<file path="config.mk">
export PLATFORM = sky130hd
export DESIGN_NAME = hazard_unit_np_flat
export DESIGN_NICKNAME = d
export VERILOG_FILES = /design/src/rtl/hazard_unit_np_pkg.sv /design/src/rtl/hazard_unit_np_if.sv /design/src/rtl/hazard_unit_np_sat_counter.sv /design/src/rtl/hazard_unit_np.sv /design/src/flat_wrapper.sv
export SDC_FILE = /design/constraint.sdc
export NUM_CORES = 1
export LEC_CHECK = 0
export BUFFER_PORTS_ARGS = -buffer_cell sky130_fd_sc_hd__buf_4
export CORE_MARGIN = 1
export CORE_UTILIZATION = 35
export CTS_BUF_LIST = sky130_fd_sc_hd__clkbuf_16
export DETAILED_ROUTE_END_ITERATION = 16
export PLACE_DENSITY = 0.66
export SLEW_MARGIN = 20
export SYNTH_ARGS = -nofsm -noshare
export SYNTH_HDL_FRONTEND = slang
export SYNTH_HIERARCHICAL = 1
export SYNTH_SLANG_ARGS = --single-unit
</file>
<file path="constraint.sdc">
create_clock -name CLK -period 4.35 [get_ports CLK]
set_input_delay 0.87 -clock CLK [delete_from_list [all_inputs] [get_ports CLK]]
set_output_delay 0.87 -clock CLK [all_outputs]
set_load 0.005 [all_outputs]
</file>
<file path="src/rtl/hazard_unit_np_pkg.sv">
// Shared types and legal parameter ranges for the N-stage hazard controller.
package hazard_pkg;

  typedef enum logic [1:0] {
    RUN    = 2'd0,
    SQUASH = 2'd1,
    DRAIN  = 2'd2,
    HALTED = 2'd3
  } hazard_state_t;

  localparam int NUM_STAGES_MIN = 2;
  localparam int NUM_STAGES_MAX = 5;
  localparam int CNT_W_MIN      = 8;
  localparam int CNT_W_MAX      = 64;

endpackage

</file>
<file path="src/rtl/hazard_unit_np_if.sv">
// Handshake bundle between fetch/resolve stages, pipeline registers and the
// hazard controller. The hazard unit uses the slave side.
interface hazard_unit_np_if #(
  parameter int NUM_STAGES = 3,
  parameter int CNT_W      = 32
);
  logic                    i_ram_busy;
  logic                    iren;
  logic                    d_ram_busy;
  logic                    dren;
  logic                    dwen;
  logic                    jump;
  logic                    branch;
  logic                    mispredict;
  logic                    halt;
  logic                    pc_en;
  logic                    npc_sel;
  logic [NUM_STAGES-2:0]   stall;
  logic [NUM_STAGES-2:0]   flush;
  logic                    halted;
  logic [CNT_W-1:0]        stall_cycles;
  logic [CNT_W-1:0]        redirect_count;

  modport master (
    output i_ram_busy, iren, d_ram_busy, dren, dwen, jump, branch, mispredict, halt,
    input  pc_en, npc_sel, stall, flush, halted, stall_cycles, redirect_count
  );

  modport slave (
    input  i_ram_busy, iren, d_ram_busy, dren, dwen, jump, branch, mispredict, halt,
    output pc_en, npc_sel, stall, flush, halted, stall_cycles, redirect_count
  );
endinterface

</file>
<file path="src/rtl/hazard_unit_np_sat_counter.sv">
// Unsigned event counter that sticks at all-ones instead of wrapping.
module sat_counter #(
  parameter int W = 32
) (
  input  logic         CLK,
  input  logic         RST,
  input  logic         inc,
  output logic [W-1:0] count
);
  localparam logic [W-1:0] ONE = W'(1);

  // count qualifying cycles, holding at the maximum value
  always_ff @(posedge CLK) begin
    if (RST)
      count <= '0;
    else if (inc && (count != '1))
      count <= count + ONE;
  end
endmodule

</file>
<file path="src/rtl/hazard_unit_np.sv">
// Stall/flush/redirect controller for an N-stage in-order pipeline, with
// stale-fetch squashing, halt drain and saturating performance counters.
module hazard_unit_np
  import hazard_pkg::*;
#(
  parameter int NUM_STAGES = 3,
  parameter int CNT_W      = 32
) (
  input logic             CLK,
  input logic             RST,
  hazard_unit_np_if.slave bus
);
  localparam int SW = NUM_STAGES - 1;
  localparam logic [SW-1:0] ALL   = '1;
  localparam logic [SW-1:0] FIRST = SW'(1);

  hazard_state_t state, state_nxt;

  logic          d_busy, i_busy, redir;
  logic          pc_en, npc_sel, halted;
  logic [SW-1:0] stall, flush;
  logic          redir_acc, stall_inc;
  logic          unused_branch;

  assign d_busy        = (bus.dren | bus.dwen) & bus.d_ram_busy;
  assign i_busy        = bus.iren & bus.i_ram_busy;
  assign redir         = bus.mispredict | bus.jump;
  assign unused_branch = bus.branch;

  // state register; reset always returns to RUN
  always_ff @(posedge CLK) begin
    if (RST)
      state <= RUN;
    else
      state <= state_nxt;
  end

  // next-state and output decode, priority d_busy > halt > redir > i_busy
  always_comb begin
    state_nxt = state;
    pc_en     = 1'b0;
    npc_sel   = 1'b0;
    stall     = '0;
    flush     = '0;
    halted    = 1'b0;
    redir_acc = 1'b0;
    if (RST) begin
      flush     = ALL;
      state_nxt = RUN;
    end else begin
      case (state)
        RUN: begin
          if (d_busy) begin
            stall = ALL;
          end else if (bus.halt) begin
            flush     = ALL;
            state_nxt = i_busy ? DRAIN : HALTED;
          end else if (redir) begin
            pc_en     = 1'b1;
            npc_sel   = 1'b1;
            flush     = ALL;
            redir_acc = 1'b1;
            state_nxt = i_busy ? SQUASH : RUN;
          end else if (i_busy) begin
            flush = FIRST;
          end else begin
            pc_en = 1'b1;
          end
        end
        SQUASH: begin
          // the stale fetch word must never enter register 0
          flush     = FIRST;
          state_nxt = bus.i_ram_busy ? SQUASH : RUN;
          if (d_busy) begin
            stall = ALL & ~FIRST;
          end else if (bus.halt) begin
            flush     = ALL;
            state_nxt = DRAIN;
          end else if (redir) begin
            pc_en     = 1'b1;
            npc_sel   = 1'b1;
            flush     = ALL;
            redir_acc = 1'b1;
            state_nxt = SQUASH;
          end
        end
        DRAIN: begin
          flush = ALL;
          if (!bus.i_ram_busy)
            state_nxt = HALTED;
        end
        HALTED: begin
          flush  = ALL;
          halted = 1'b1;
        end
        default: begin
          state_nxt = RUN;
        end
      endcase
    end
  end

  assign stall_inc = !pc_en && ((state == RUN) || (state == SQUASH));

  sat_counter #(.W(CNT_W)) u_stall_cnt (
    .CLK   (CLK),
    .RST   (RST),
    .inc   (stall_inc),
    .count (bus.stall_cycles)
  );

  sat_counter #(.W(CNT_W)) u_redir_cnt (
    .CLK   (CLK),
    .RST   (RST),
    .inc   (redir_acc),
    .count (bus.redirect_count)
  );

  assign bus.pc_en   = pc_en;
  assign bus.npc_sel = npc_sel;
  assign bus.stall   = stall;
  assign bus.flush   = flush;
  assign bus.halted  = halted;
endmodule

</file>
<file path="src/flat_wrapper.sv">
// flat-port wrapper written by rule: the top's interface ports become plain ports
module hazard_unit_np_flat import hazard_pkg::*;
#(
  parameter int NUM_STAGES = 3,
  parameter int CNT_W      = 32
)
  (CLK, RST, bus_i_ram_busy, bus_iren, bus_d_ram_busy, bus_dren, bus_dwen, bus_jump, bus_branch, bus_mispredict, bus_halt, bus_pc_en, bus_npc_sel, bus_stall, bus_flush, bus_halted, bus_stall_cycles, bus_redirect_count);
  hazard_unit_np_if #(.NUM_STAGES(NUM_STAGES), .CNT_W(CNT_W)) bus_i ();
  input logic CLK;
  input logic RST;
  input wire logic [$bits(bus_i.i_ram_busy)-1:0] bus_i_ram_busy;
  input wire logic [$bits(bus_i.iren)-1:0] bus_iren;
  input wire logic [$bits(bus_i.d_ram_busy)-1:0] bus_d_ram_busy;
  input wire logic [$bits(bus_i.dren)-1:0] bus_dren;
  input wire logic [$bits(bus_i.dwen)-1:0] bus_dwen;
  input wire logic [$bits(bus_i.jump)-1:0] bus_jump;
  input wire logic [$bits(bus_i.branch)-1:0] bus_branch;
  input wire logic [$bits(bus_i.mispredict)-1:0] bus_mispredict;
  input wire logic [$bits(bus_i.halt)-1:0] bus_halt;
  output wire logic [$bits(bus_i.pc_en)-1:0] bus_pc_en;
  output wire logic [$bits(bus_i.npc_sel)-1:0] bus_npc_sel;
  output wire logic [$bits(bus_i.stall)-1:0] bus_stall;
  output wire logic [$bits(bus_i.flush)-1:0] bus_flush;
  output wire logic [$bits(bus_i.halted)-1:0] bus_halted;
  output wire logic [$bits(bus_i.stall_cycles)-1:0] bus_stall_cycles;
  output wire logic [$bits(bus_i.redirect_count)-1:0] bus_redirect_count;
  assign bus_i.i_ram_busy = bus_i_ram_busy;
  assign bus_i.iren = bus_iren;
  assign bus_i.d_ram_busy = bus_d_ram_busy;
  assign bus_i.dren = bus_dren;
  assign bus_i.dwen = bus_dwen;
  assign bus_i.jump = bus_jump;
  assign bus_i.branch = bus_branch;
  assign bus_i.mispredict = bus_mispredict;
  assign bus_i.halt = bus_halt;
  assign bus_pc_en = bus_i.pc_en;
  assign bus_npc_sel = bus_i.npc_sel;
  assign bus_stall = bus_i.stall;
  assign bus_flush = bus_i.flush;
  assign bus_halted = bus_i.halted;
  assign bus_stall_cycles = bus_i.stall_cycles;
  assign bus_redirect_count = bus_i.redirect_count;
  hazard_unit_np #(.NUM_STAGES(NUM_STAGES), .CNT_W(CNT_W)) u_core (.CLK(CLK), .RST(RST), .bus(bus_i));
endmodule
</file>
Word level (Yosys, flattened, before mapping)
Cells that the tools add are included.
- output and inout bits: 71
- bits of input ports: 11
- flip-flop bits (word level): 66
- add/subtract/negate cells: 2
- reductions and logical operators: 10
- bitwise operators: 4
- equality and inequality tests: 8
- mux-type cells: 36
- operators by type and width (cell ; number):
    $add 32x1->32 const B ; 2
    $ne 32x32->1 const B ; 2
    $mux 2 ; 17
    $mux 1 ; 15
    $pmux 2 s3 ; 2
    $eq 2x2->1 const B ; 2
    $ne 2x2->1 const B ; 2
    $pmux 2 s2 ; 1
    $reduce_and 4->1 ; 1
    $reduce_or 2->1 ; 2
    $logic_and 1x1->1 ; 3
    $ne 3x2->1 const B ; 1
    $reduce_bool 3->1 ; 1
    $and 1x1->1 ; 2
    $eq 2x1->1 const B ; 1
    $logic_not 2->1 ; 1
    $or 1x1->1 ; 2
    $pmux 1 s2 ; 1
    $logic_not 1->1 ; 1
    $logic_or 1x1->1 ; 1

Logic depth before layout (Yosys ltp)
- depth after elaboration: 10
- depth in mapped cells: 11
- mapped depth without buffers: 11

Modules after synthesis
Netlist, hierarchy kept.
- by module, submodules not included (module ; times used ; cells an instance ; area each (um2) ; seq. area each (um2)):
    sat_counter at u_core.u_redir_cnt ; 1 ; 199 ; 1674.1 ; 640.6
    sat_counter at u_core.u_stall_cnt ; 1 ; 187 ; 1606.5 ; 640.6
    hazard_unit_np ; 1 ; 45 ; 325.3 ; 40.0

Worst setup path after synthesis
Ideal clock, no wire load.
- kind: input port to flip-flop
- start point: input bus_dwen
- end point: register u_core.u_redir_cnt.count[31]
- stages on the path: 8
- required time: 4.229 ns
- path slack: 0.869 ns
- setup time: 0.121 ns
- arrival time: 3.360 ns
- cells stage by stage: o21a_1 -> or4_4 -> nor2_1 -> nand4_1 -> nor4_2 -> nand4_1 -> nor4_1 -> mux2_2
- word-level cells in the longest chain between the ends: 6
- RTL lines (item ; RTL line ; text):
    from (decl) ; flat_wrapper.sv:15 ; input wire logic [$bits(bus_i.dwen)-1:0] bus_dwen;
    $or 1x1->1 ; hazard_unit_np.sv:25 ; assign d_busy = (bus.dren | bus.dwen) & bus.d_ram_busy;
    $and 1x1->1 ; hazard_unit_np.sv:25 ;
    $mux 1 (3 in a row) ; -- ;
    named net bus_npc_sel ; flat_wrapper.sv:21 ; output wire logic [$bits(bus_i.npc_sel)-1:0] bus_npc_sel;
    $logic_and 1x1->1 ; hazard_unit_np_sat_counter.sv:16 ; else if (inc && (count != '1))
    to (signal assigned) ; hazard_unit_np_sat_counter.sv:17 ; count <= count + ONE;
    to (decl) ; hazard_unit_np_sat_counter.sv:8 ; output logic [W-1:0] count
The timed path passes the listed nets, and every way through them passes these cells.
A chain may end at the register's enable or synchronous reset.

Worst setup path in the final report
- start point: register u_core.state[0]
- end point: register u_core.u_stall_cnt.count[30]
- word-level cells in the longest chain between the ends: 6
- elaborated cells between the ends (all ways): 8
- those cells by class: eq/ne: 1; mux: 2; reduce/logical: 5
- RTL lines (item ; RTL line ; text):
    from (decl) ; hazard_unit_np.sv:17 ; hazard_state_t state, state_nxt;
    from (signal assigned) ; hazard_unit_np.sv:35 ; state <= state_nxt;
    $eq 2x1->1 or $logic_not 2->1 (tied branches) ; hazard_unit_np.sv:51, hazard_unit_np.sv:103 ;
    $pmux 1 s2 ; hazard_unit_np.sv:51 ; case (state)
    $mux 1 ; hazard_unit_np.sv:47 ; if (RST) begin
    $logic_not 1->1 ; hazard_unit_np.sv:103 ; assign stall_inc = !pc_en && ((state == RUN) || (state == SQUASH));
    $logic_and 1x1->1 (*) ; hazard_unit_np.sv:103 ;
    named net u_core.stall_inc ; hazard_unit_np.sv:22 ; logic redir_acc, stall_inc;
    $logic_and 1x1->1 (*) ; hazard_unit_np_sat_counter.sv:16 ;
    to (signal assigned) ; hazard_unit_np_sat_counter.sv:17 ;
    to (decl) ; hazard_unit_np_sat_counter.sv:8 ;
The timed path passes the listed nets; every way through them passes the cells marked *.

==> impl_results.md <==
* Status: complete, no violations
* Max frequency at 298.4 MHz
* Die Area at 10710 um2
* I/O Pins at 82
* Top Usage Layer GRT: met2
* Crit-path cells: inv_1 -> ha_1 -> nor2_1 -> or4_4 -> a21oi_2 -> nor2_1 -> inv_1 -> nor4_2 -> o21ai_2 -> or4_1 -> a21oi_1
* Slew margin rel. at 0.4789
* Most frequent cells in the layout: buf_4, dfxtp_1, a21oi_1
* YS warnings at 6
* Met3 GRT Util at 0.04909
* DP Worst Slack at 691.7 ps
* Yosys reg bits at 66
* Worst Setup Start Kind: flop
* Clock Latency Late Sink at 320 ps
* HP Class: reg2reg
* Largest net degree at the start of global routing at 74
* First-pass GRT wire length at 15540 um
* Total Wirelength at 9388 um
* DRT antenna net count at 0
* Setup CP Type: reg2reg
* Via/cell ratio at 5.705
* Drt first pass iters at 4
* Routability cong. at 0.7816
* Post-layout minimum cycle time at 3351 ps
* Die height at 103.5 um
* Commonest non-fill, non-tap cell in the layout: buf_4
* Asr flop ratio synth at 0
* CP max stage delay at 590 ps
* EDFF count, synth at 0
* Fin Clk Skew at 7.982 ps
* Setup slack, reg-to-reg at 1000 ps
* Die X at 103.5 um
* Final Cell Area at 4591 um2
* Num CTS Buffers at 9
* Via count at 3674
* CTS H-tree lvls at 3
* Seq/Total Area, Yosys at 0.3664
* Setup violations, final at 0
* CTS resizes at 0
* Slew @ Worst Pin at 781.6 ps
* Clock Tree Buf Depth at 2
* Met1 GRT Util at 0.2104
* Post-synth top flop: dfxtp_1
* Syn avg cell area at 8.366 um2
* Total grt overflow at 0
* Routed len/inst at 14.58 um
* Synthesized area at 3606 um2
* Clock transition at path regs at 50 ps
* WP buf/inv at 2
* CTS tree: done
* Share of layout cells above drive strength 1 at 0.2250
* Layout overhead on the synthesized area at 27.31%
* Final period utilization at 0.7703
* Clock sink count at 66
* P_leak at 1.622 nW
* RSZ-0062 raised after global routing: false
* CP max FO at 7
* Setup TNS at 0 ps
* GRT Util Overall at 0.1738
* Fillers at 953
* Unique masters post-synth at 60
* Final net count at 524
* Detailed Route Iter0 Violations at 145
* Worst path required time at 4590 ps
* Dpl cell area at 4314 um2
* Delay-heaviest family, CP: simple AND/OR/NAND/NOR gates
* Ant. Diodes at 0
* Final WS setup at 999.3 ps
* Power Dens Cells at 360.9 nW/um2
* CTS Hold Buffers Added at 0
* Max rail drop VDD at 0.0002985 V
* Vias in the first global route at 3336
* Syn Nets at 448
* Max Cap Viol at 0
* Drt drc at 0
* Total power draw at 1.657 mW
* Placeable Area at 9864 um2
* Met2 usage at 0.3015
* Cell count after synthesis at 431
* Post-CTS Setup Inserts at 0
* Max Slew Vio Count at 0
* Initial core utilization at 0.3656
* Worst setup EP type: flop
* Cell with the largest stage delay on the worst path: nor4_2
* Final Hold Fails at 0
* PortBufs at 80
* Critical path arrival at 3590 ps
* HPWL Detailed at 6501 um
* Root buffer cell: clkbuf_16
* Initial antenna violation count at 0
* Rows at 36
## per-stage QoR
stage | hold slack, ps | util | std cells
floorplan | 480.7 | - | 431
global placement | 486.0 | 0.4373 | 629
detailed placement | 488.1 | 0.4373 | 629
CTS | 497.6 | 0.4654 | 644
global route | 535.5 | 0.4654 | 644
finish | 494.3 | 0.4654 | 644
## power breakdown
| part | total (mW) | internal (mW) | switching, mW |
|---|---|---|---|
| logic | 0.328 | 0.130 | 0.198 |
| clock network | 0.679 | 0.432 | 0.247 |
| registers | 0.650 | 0.625 | 0.0249 |
| total | 1.66 | 1.19 | 0.470 |
## registers in the layout (all words and copies together) (netlist names)
signal,count
u_core/u_stall_cnt/count,32
u_core/u_redir_cnt/count,32
u_core/state,2
## path summary, 6_finish.rpt
kind | startpoint | endpoint | cells after the start
min reg2reg | u_core/u_redir_cnt/count[23] | u_core/u_redir_cnt/count[23] | 2
max reg2reg | u_core/state[0] | u_core/u_stall_cnt/count[30] | 11
max | u_core/state[0] | u_core/u_stall_cnt/count[30] | 11
min | u_core/u_redir_cnt/count[23] | u_core/u_redir_cnt/count[23] | 2
## worst min-delay path, delay by kind of cell (launching register included)
kind               cells  cell delay, ps
AOI/OAI and AO/OA      2             120
DFF                    1             330
## cells in the mapped netlist (all sizes together), types with 5 or more instances
master | count | area (um2)
nand4 | 18 | 118.9
a21oi | 46 | 234.0
buf | 8 | 53.80
ha | 6 | 75.07
xor2 | 8 | 70.07
nor2b | 5 | 31.28
clkbuf | 11 | 41.29
o31ai | 17 | 141.4
or4 | 16 | 123.9
and4 | 7 | 61.31
or3 | 30 | 197.7
xnor2 | 7 | 61.31
inv | 8 | 30.03
nand3 | 31 | 160.1
dfxtp | 66 | 1321
nor2 | 34 | 127.6
nor4 | 8 | 62.56
and3 | 10 | 68.82
o21ai | 31 | 158.9
nand2 | 19 | 71.32
## final cells by class
type,count,area (um2),area share
multi-input combinational,338,2166,0.4718
sequential,66,1321,0.2878
timing repair buffer,84,630.6,0.1374
clock buffer,9,225.2,0.04906
tap,133,166.4,0.03625
clock inverter,6,51.30,0.01117
inverter,8,30.03,0.006541
## layer usage
layer  vias up  part of all wire
li1       1804                 -
met1      1759              0.45
met2       103              0.49
met3         8             0.054
met4         0            0.0070
met5         -                 0
## cells by family after synthesis
family                   Yosys count  share of synthesized area
adder cells (fa/ha/maj)            6                    0.02082
multiplexers                       5                    0.01492
buffers and inverters             27                    0.03470
AO/OA/AOI/OAI                    117                     0.2106
flip-flops                        66                     0.3664
XOR/XNOR                          15                    0.03643
AND/OR/NAND/NOR                  195                     0.3161
Power figures use the tool's default switching activity.
